[src/rtl/ser_pkg.sv]
// ----------------------------------------------------------------------------
// ser_pkg
// Shared definitions for the serializador block.
//   ser_state_t    : FSM state encoding (IDLE, SHIFT)
//   SER_DATA_WIDTH : default parallel word width / bits per frame
// ----------------------------------------------------------------------------
package ser_pkg;

  typedef enum logic {
    IDLE  = 1'b0,
    SHIFT = 1'b1
  } ser_state_t;

  localparam int SER_DATA_WIDTH = 8;

endpackage : ser_pkg

[src/rtl/serializador.sv]
// ----------------------------------------------------------------------------
// serializador
// Parallel-to-serial converter with a one-word holding register, MSB first.
// A word is accepted on any rising edge with valid_in=1 and ready_out=1.
// While the shifter is busy, one further word can wait in the holding
// register so that consecutive frames are emitted with no gap cycle.
//
// Ports
//   clk_100KHz  in   sole clock, rising edge
//   reset       in   asynchronous, active-high reset
//   data_in     in   [DATA_WIDTH] parallel word
//   valid_in    in   data_in is valid
//   ready_out   out  holding register empty (word can be accepted)
//   data_out    out  serial bit currently presented
//   write_out   out  data_out is valid; receiver samples on this edge
//   status_in   in   receiver busy: current bit is held and not counted
//   done_out    out  one-cycle pulse after the last bit of a frame
// ----------------------------------------------------------------------------
module serializador
  import ser_pkg::*;
#(
  parameter int DATA_WIDTH = SER_DATA_WIDTH
) (
  input  logic                  clk_100KHz,
  input  logic                  reset,
  input  logic [DATA_WIDTH-1:0] data_in,
  input  logic                  valid_in,
  output logic                  ready_out,
  output logic                  data_out,
  output logic                  write_out,
  input  logic                  status_in,
  output logic                  done_out
);

  localparam int CNT_W = (DATA_WIDTH > 1) ? $clog2(DATA_WIDTH) : 1;
  localparam logic [CNT_W-1:0] LAST_CNT = CNT_W'(DATA_WIDTH - 1);

  ser_state_t            state_q, state_d;
  logic [DATA_WIDTH-1:0] shift_q, shift_d;
  logic [DATA_WIDTH-1:0] hold_q, hold_d;
  logic                  hold_full_q, hold_full_d;
  logic [CNT_W-1:0]      bit_cnt_q, bit_cnt_d;
  logic                  done_q, done_d;

  logic transfer;
  logic last_bit;

  // Outputs derived from registered state (plus status_in for write_out).
  assign ready_out = ~hold_full_q;
  assign transfer  = valid_in & ready_out;
  assign write_out = (state_q == SHIFT) & ~status_in;
  assign data_out  = (state_q == SHIFT) ? shift_q[DATA_WIDTH-1] : 1'b0;
  assign done_out  = done_q;
  assign last_bit  = write_out & (bit_cnt_q == LAST_CNT);

  // --------------------------------------------------------------------------
  // Next-state logic
  // --------------------------------------------------------------------------
  always_comb begin
    state_d     = state_q;
    shift_d     = shift_q;
    hold_d      = hold_q;
    hold_full_d = hold_full_q;
    bit_cnt_d   = bit_cnt_q;
    done_d      = 1'b0;

    unique case (state_q)
      IDLE: begin
        // status_in has no effect here; a transfer goes straight to the shifter.
        if (transfer) begin
          shift_d   = data_in;
          bit_cnt_d = '0;
          state_d   = SHIFT;
        end
      end

      SHIFT: begin
        if (last_bit) begin
          done_d = 1'b1;
          if (hold_full_q) begin
            // ready_out is low here, so no transfer can collide with the reload.
            shift_d     = hold_q;
            hold_full_d = 1'b0;
            bit_cnt_d   = '0;
          end else if (transfer) begin
            shift_d   = data_in;
            bit_cnt_d = '0;
          end else begin
            bit_cnt_d = '0;
            state_d   = IDLE;
          end
        end else begin
          if (write_out) begin
            shift_d   = shift_q << 1;
            bit_cnt_d = bit_cnt_q + 1'b1;
          end
          // Busy shifter: park the new word until the current frame ends.
          if (transfer) begin
            hold_d      = data_in;
            hold_full_d = 1'b1;
          end
        end
      end

      default: state_d = IDLE;
    endcase
  end

  // --------------------------------------------------------------------------
  // State registers
  // --------------------------------------------------------------------------
  always_ff @(posedge clk_100KHz or posedge reset) begin
    if (reset) begin
      state_q     <= IDLE;
      shift_q     <= '0;
      hold_q      <= '0;
      hold_full_q <= 1'b0;
      bit_cnt_q   <= '0;
      done_q      <= 1'b0;
    end else begin
      state_q     <= state_d;
      shift_q     <= shift_d;
      hold_q      <= hold_d;
      hold_full_q <= hold_full_d;
      bit_cnt_q   <= bit_cnt_d;
      done_q      <= done_d;
    end
  end

endmodule : serializador

[config.mk]
export PLATFORM = sky130hd
export DESIGN_NAME = serializador
export DESIGN_NICKNAME = d
export VERILOG_FILES = /design/src/rtl/ser_pkg.sv /design/src/rtl/serializador.sv
export SDC_FILE = /design/constraint.sdc
export NUM_CORES = 1
export LEC_CHECK = 0
export ABC_AREA = 1
export CAP_MARGIN = 20
export CORE_MARGIN = 1.5
export CORE_UTILIZATION = 30
export CTS_BUF_LIST = sky130_fd_sc_hd__clkbuf_2
export DETAILED_ROUTE_END_ITERATION = 7
export PLACE_DENSITY = 0.51
export SETUP_SLACK_MARGIN = 0.15
export SYNTH_ARGS = -nofsm -noshare
export SYNTH_HDL_FRONTEND = slang
export SYNTH_SLANG_ARGS = --single-unit
[constraint.sdc]
create_clock -name clk_100KHz -period 1.9 [get_ports clk_100KHz]
set_input_delay 0.38 -clock clk_100KHz [delete_from_list [all_inputs] [get_ports clk_100KHz]]
set_output_delay 0.38 -clock clk_100KHz [all_outputs]
set_load 0.01 [all_outputs]
==> flow_summary.json, run 1 <==
{
  "mostFrequentLayoutCell": "nand2_1",
  "grt_pass1_vias": 1135,
  "worstMarginPinSlew_ps": 285,
  "dp_cells": 250,
  "row_count": 24,
  "setup-tns-final_ps": 0,
  "ys_seq_area_frac": 0.411,
  "fin_ws_ps": 267,
  "dpl.hpwl_microns": 2120,
  "vdd_drop_max_mv": 0.556,
  "min_path_type": "primary input to asynchronous set/reset pin",
  "finClkSkew_ps": 7.64,
  "nets": 219,
  "fin_cells": 256,
  "finalHoldViolations": 0,
  "wl_per_cell_microns": 11.6,
  "drtPass1Iterations": 4,
  "hold_buffers": 0,
  "cts_buffer_depth": 2,
  "most-common-layout-cells": "nand2_1, inv_1, nand3_1",
  "clkLatencyLatePin_ps": 330,
  "mappedNetlistArea_sq_um": 1340,
  "cts_root_buf": "clkbuf_2",
  "routed_wl_microns": 2980,
  "startpoint": "state_q",
  "syn2layout_area_growth_pct": 20.3,
  "antenna_found_initial": 0,
  "via_count": 1150,
  "worstSetupPathType": "register to output port",
  "antenna_cells": 0,
  "period_share": 0.859,
  "numCtsBuffers": 3,
  "p_leak_nw": 0.888,
  "start_util": 0.310,
  "drc_errors": 0,
  "synth_xor_area_frac": 0,
  "cp_max_fo": 2,
  "cts_tree": "yes",
  "drive_gt1_frac": 0.152,
  "netlist_instances": 179,
  "synth.area.mux_share": 0.00748,
  "yosysWarnings": 0,
  "syn_area_per_cell_sq_um": 7.48,
  "synthAdderAreaFrac": 0.0187,
  "die-area_sq_um": 4870,
  "finalCriticalPeriod_ps": 1630,
  "crit_path_end_kind": "output port",
  "grt_usage": 0.135,
  "clkSlewWorstSetupHoldPaths_ps": 220,
  "power.density_nw_per_um2": 1020,
  "grt_max_degree": 23,
  "synth-simple-area-share": 0.344,
  "io_pins": 16,
  "worstReg2RegStart": "bit_cnt_q[0]",
  "slew_headroom": 0.808,
  "final-setup-viol-count": 0,
  "vias_per_cell": 4.49,
  "rsz0062_at_grt": "no",
  "max_freq_ghz": 0.612,
  "synth_top_family_by_area": "simple AND/OR/NAND/NOR gates",
  "grt_pass1_wl_microns": 5240,
  "crit_arrival_ps": 1250,
  "portBuffers": 15,
  "die-height_microns": 69.8,
  "synth_compound_area_frac": 0.0869,
  "cap_violations": 0,
  "grt-ovfl-total": 0,
  "cp.required_ps": 1520,
  "drtIter0Drc": 67,
  "clock-sinks": 22,
  "core_area_sq_um": 4320,
  "die_width_microns": 69.8,
  "slew_violations": 0,
  "syn-num-nets": 193,
  "place_worst_setup_slack_ps": -56.0,
  "hold_ws_ps": 339,
  "gp_congestion": 0.809,
  "ys_ff_latch": 22,
  "status": "finished clean",
  "antenna_left": 0,
  "worstSetupStartpointType": "register",
  "cts.htree.levels": 1,
  "synth_cell_types": 21
}
==> metrics by stage <==
step | instance area (sq um) | util | power, mW
after floorplan | 1340 | - | 1.28
after detailed placement | 1580 | 0.365 | 1.48
after global placement | 1580 | 0.365 | 1.47
after CTS | 1600 | 0.370 | 1.67
after global routing | 1610 | 0.372 | 1.81
final | 1610 | 0.372 | 1.65
==> where the power goes <==
group	switching (mW)	internal, mW	total, mW	leakage, nW
clock	0.150	0.0457	0.196	0.0140
combinational	0.421	0.298	0.720	0.611
sequential	0.104	0.629	0.733	0.263
==> synth_stat cells <==
cell,count,area (sq um)
a31oi_1,1,6.26
nand3_4,2,35.0
inv_6,1,8.76
buf_4,1,7.51
nor2_1,25,93.8
buf_6,3,33.8
dfrtp_1,22,551
o21ai_2,8,70.1
o21ai_1,2,10.0
mux2i_1,1,10.0
nand2_2,1,6.26
buf_2,2,10.0
nand2_4,1,11.3
inv_2,2,7.51
a21oi_1,2,10.0
inv_1,29,109
ha_1,2,25.0
nand3_1,28,140
nand2_1,41,154
nor2_8,1,20.0
o21ai_0,4,20.0
==> cells by family after synthesis <==
group | count (synthesis)
multiplexers | 1
AND/OR/NAND/NOR | 99
adder cells (fa/ha/maj) | 2
flip-flops | 22
AO/OA/AOI/OAI | 17
buffers and inverters | 38
==> sequential cells by signal, indices dropped and copies added (netlist names) <==
register     count
done_out         1
hold_full_q      1
bit_cnt_q        3
state_q          1
hold_q           8
shift_q          8
==> final timing paths <==
kind | end | slack [ps] | cells past startpoint
worst max-delay path | data_out | 270 | 4
worst min-delay path | done_out | 340 | 3
worst max register to register | hold_q[6] | 310 | 6
worst min register to register | bit_cnt_q[0] | 500 | 1
max in group asynchronous | shift_q[5] | 1320 | 3
min in group clk_100KHz | bit_cnt_q[0] | 500 | 1
==> routing by layer <==
layer / vias up / track usage / share of wire
met4: 0 / 0.0256 / 0.0070
met3: 2 / 0.0363 / 0.054
met5: - / 0 / 0
met1: 511 / 0.186 / 0.49
met2: 27 / 0.216 / 0.45
li1: 610 / - / -
==> worst max-delay path, cell delays in order, from the launching register on <==
cell and delay [ps]:
dfrtp_1 430, buf_4 140, nand2_1 50, inv_1 30, dlygate4sd2_1 270
==> layout make-up <==
cell class / instances / area (sq um)
multi-input cells: 119 / 612
repair buffers: 27 / 236
clock buffers: 3 / 15.0
inverters: 32 / 128
clock inverters: 1 / 3.75
flip-flops and latches: 22 / 551
fillers: 478 / 2710
well taps: 52 / 65.1
==> timing repair <==
item,in CTS,in global routing
setup buffers,1,1
endpoints found under the setup margin,3,1
gates resized for setup,4,2
Power figures use the tool's default switching activity.
==> run 2, diff against run 1 <==
PLACE_DENSITY = 0.48   (was 0.51)
==> run 2 against run 1 <==
Count of clock-buffer cells in the layout unchanged. Worst setup slack lost 49 ps. Routed wire length fell by 3.8%. Critical path type unchanged. Largest cell class unchanged.
==> flow_summary.json, run 2 (synthesis gave the netlist of run 1 again) <==
{
  "fin_ws_ps": 218,
  "die-height_microns": 69.8,
  "die-area_sq_um": 4870,
  "io_pins": 16,
  "status": "finished clean",
  "vdd_drop_max_mv": 0.438,
  "hold_ws_ps": 342,
  "power.density_nw_per_um2": 1020,
  "clkSlewWorstSetupHoldPaths_ps": 230,
  "mostFrequentLayoutCell": "nand2_1",
  "dp_cells": 248,
  "place_worst_setup_slack_ps": -55.6,
  "min_path_type": "primary input to asynchronous set/reset pin",
  "cp.required_ps": 1520,
  "syn2layout_area_growth_pct": 21.3,
  "start_util": 0.310,
  "fin_cells": 256,
  "period_share": 0.885,
  "drive_gt1_frac": 0.157,
  "cts_tree": "yes",
  "dpl.hpwl_microns": 2160,
  "setup-tns-final_ps": 0,
  "antenna_found_initial": 0,
  "row_count": 24,
  "design_area_sq_um": 1620,
  "drtIter0Drc": 71,
  "finalHoldViolations": 0,
  "wl_per_cell_microns": 11.2,
  "routed_wl_microns": 2870,
  "max_freq_ghz": 0.595,
  "fillers": 479,
  "cp_max_fo": 2,
  "gp_congestion": 0.782,
  "clkLatencyLatePin_ps": 340,
  "finClkSkew_ps": 23.5,
  "cts_buffer_depth": 2,
  "grt_usage": 0.133,
  "crit_path_cell_trace": "buf_4 -> inv_4 -> nor2_8 -> dlygate4sd2_1",
  "die_width_microns": 69.8,
  "crit_path_end_kind": "output port",
  "worstSetupPathType": "register to output port",
  "vias_per_cell": 4.55,
  "slew_headroom": 0.796,
  "grt_pass1_vias": 1190,
  "antenna_cells": 0,
  "worstSetupStartpointType": "register",
  "drtPass1Iterations": 4,
  "grt_pass1_wl_microns": 5240,
  "grt-ovfl-total": 0,
  "largestRegisters": "hold_q (8), shift_q (8), bit_cnt_q (3)",
  "slowest_stage": "dfrtp_1",
  "drc_errors": 0,
  "via_count": 1165,
  "slowest_delay_ps": 430,
  "rsz0062_at_grt": "yes",
  "clock-sinks": 22,
  "slew_violations": 0,
  "portBuffers": 15,
  "cap_violations": 0,
  "antenna_left": 0,
  "numCtsBuffers": 3,
  "grt_max_degree": 23,
  "cts.htree.levels": 1,
  "cts_root_buf": "clkbuf_2",
  "p_leak_nw": 0.891,
  "core_area_sq_um": 4320,
  "finalCriticalPeriod_ps": 1680,
  "worstMarginPinSlew_ps": 302,
  "crit_arrival_ps": 1300,
  "nets": 219,
  "final-setup-viol-count": 0,
  "most-common-layout-cells": "nand2_1, inv_1, nand3_1",
  "postPlaceCellArea_sq_um": 1580
}
-- run 2: cell types whose count changed in the layout (fill, tap and decap cells not counted) --
cell	previous run	this run
buf_12	0	1
ha_2	0	1
clkdlybuf4s15_1	1	0
buf_4	12	11
dlygate4sd2_1	3	4
ha_1	2	1
-- run 2: timing repair --
action / CTS / global route
pin swaps: 0 / 0
buffers inserted: 2 / 2
endpoints found under the setup margin: 3 / 8
hold buffers: 0 / 0
gates resized for setup: 4 / 2
-- run 2: area by class of cell --
class,count,area (sq um),share of cell area
multi-input combinational,119,614,0.378
sequential,22,551,0.339
timing repair buffer,27,248,0.153
inverter,32,128,0.0786
tap,52,65.1,0.0401
clock buffer,3,15.0,0.00924
clock inverter,1,3.75,0.00231
-- run 2: layer usage --
layer | GRT usage | vias up | share of wire
met4 | 0.0256 | 0 | 0.0073
met2 | 0.232 | 19 | 0.47
met1 | 0.167 | 541 | 0.48
met5 | 0 | - | 0
met3 | 0.0320 | 2 | 0.037
li1 | - | 603 | -
-- run 2: worst paths after layout --
| check | from | end | slack (ps) | cells after the start |
|---|---|---|---|---|
| setup / recovery | state_q | write_out | 220 | 4 |
| hold / removal | reset | hold_full_q | 340 | 3 |
| setup reg to reg | bit_cnt_q[0] | shift_q[3] | 360 | 8 |
| hold reg to reg | hold_q[1] | hold_q[1] | 510 | 2 |
| max in group asynchronous | reset | shift_q[4] | 1300 | 3 |
| min in group clk_100KHz | hold_q[1] | hold_q[1] | 510 | 2 |
-- run 2: where the power goes --
| part | internal [mW] | total [mW] | leakage [nW] | switching [mW] |
|---|---|---|---|---|
| Combinational | 0.314 | 0.730 | 0.614 | 0.416 |
| Sequential | 0.629 | 0.728 | 0.263 | 0.0991 |
| Clock | 0.0457 | 0.194 | 0.0140 | 0.149 |
-- run 2: worst max-delay path, delay by kind of cell, from the launching register on --
family / cells / cell delay [ps]
buf+inv: 3 / 500
flops: 1 / 430
simple gates: 1 / 30
-- run 2: metrics by stage --
| stage | util | power [mW] |
|---|---|---|
| final | 0.376 | 1.65 |
| after global routing | 0.376 | 1.84 |
| after CTS | 0.371 | 1.67 |
| after detailed placement | 0.364 | 1.47 |
| after global placement | 0.364 | 1.46 |
| after floorplan | - | 1.28 |
==> run 3, diff against run 2 <==
CAP_MARGIN = 5   (was 20)
HOLD_SLACK_MARGIN = 0.08   (was unset)
==> results of run 3 <==
Same layout as run 2: the final DEF is identical, and so are final timing and power.
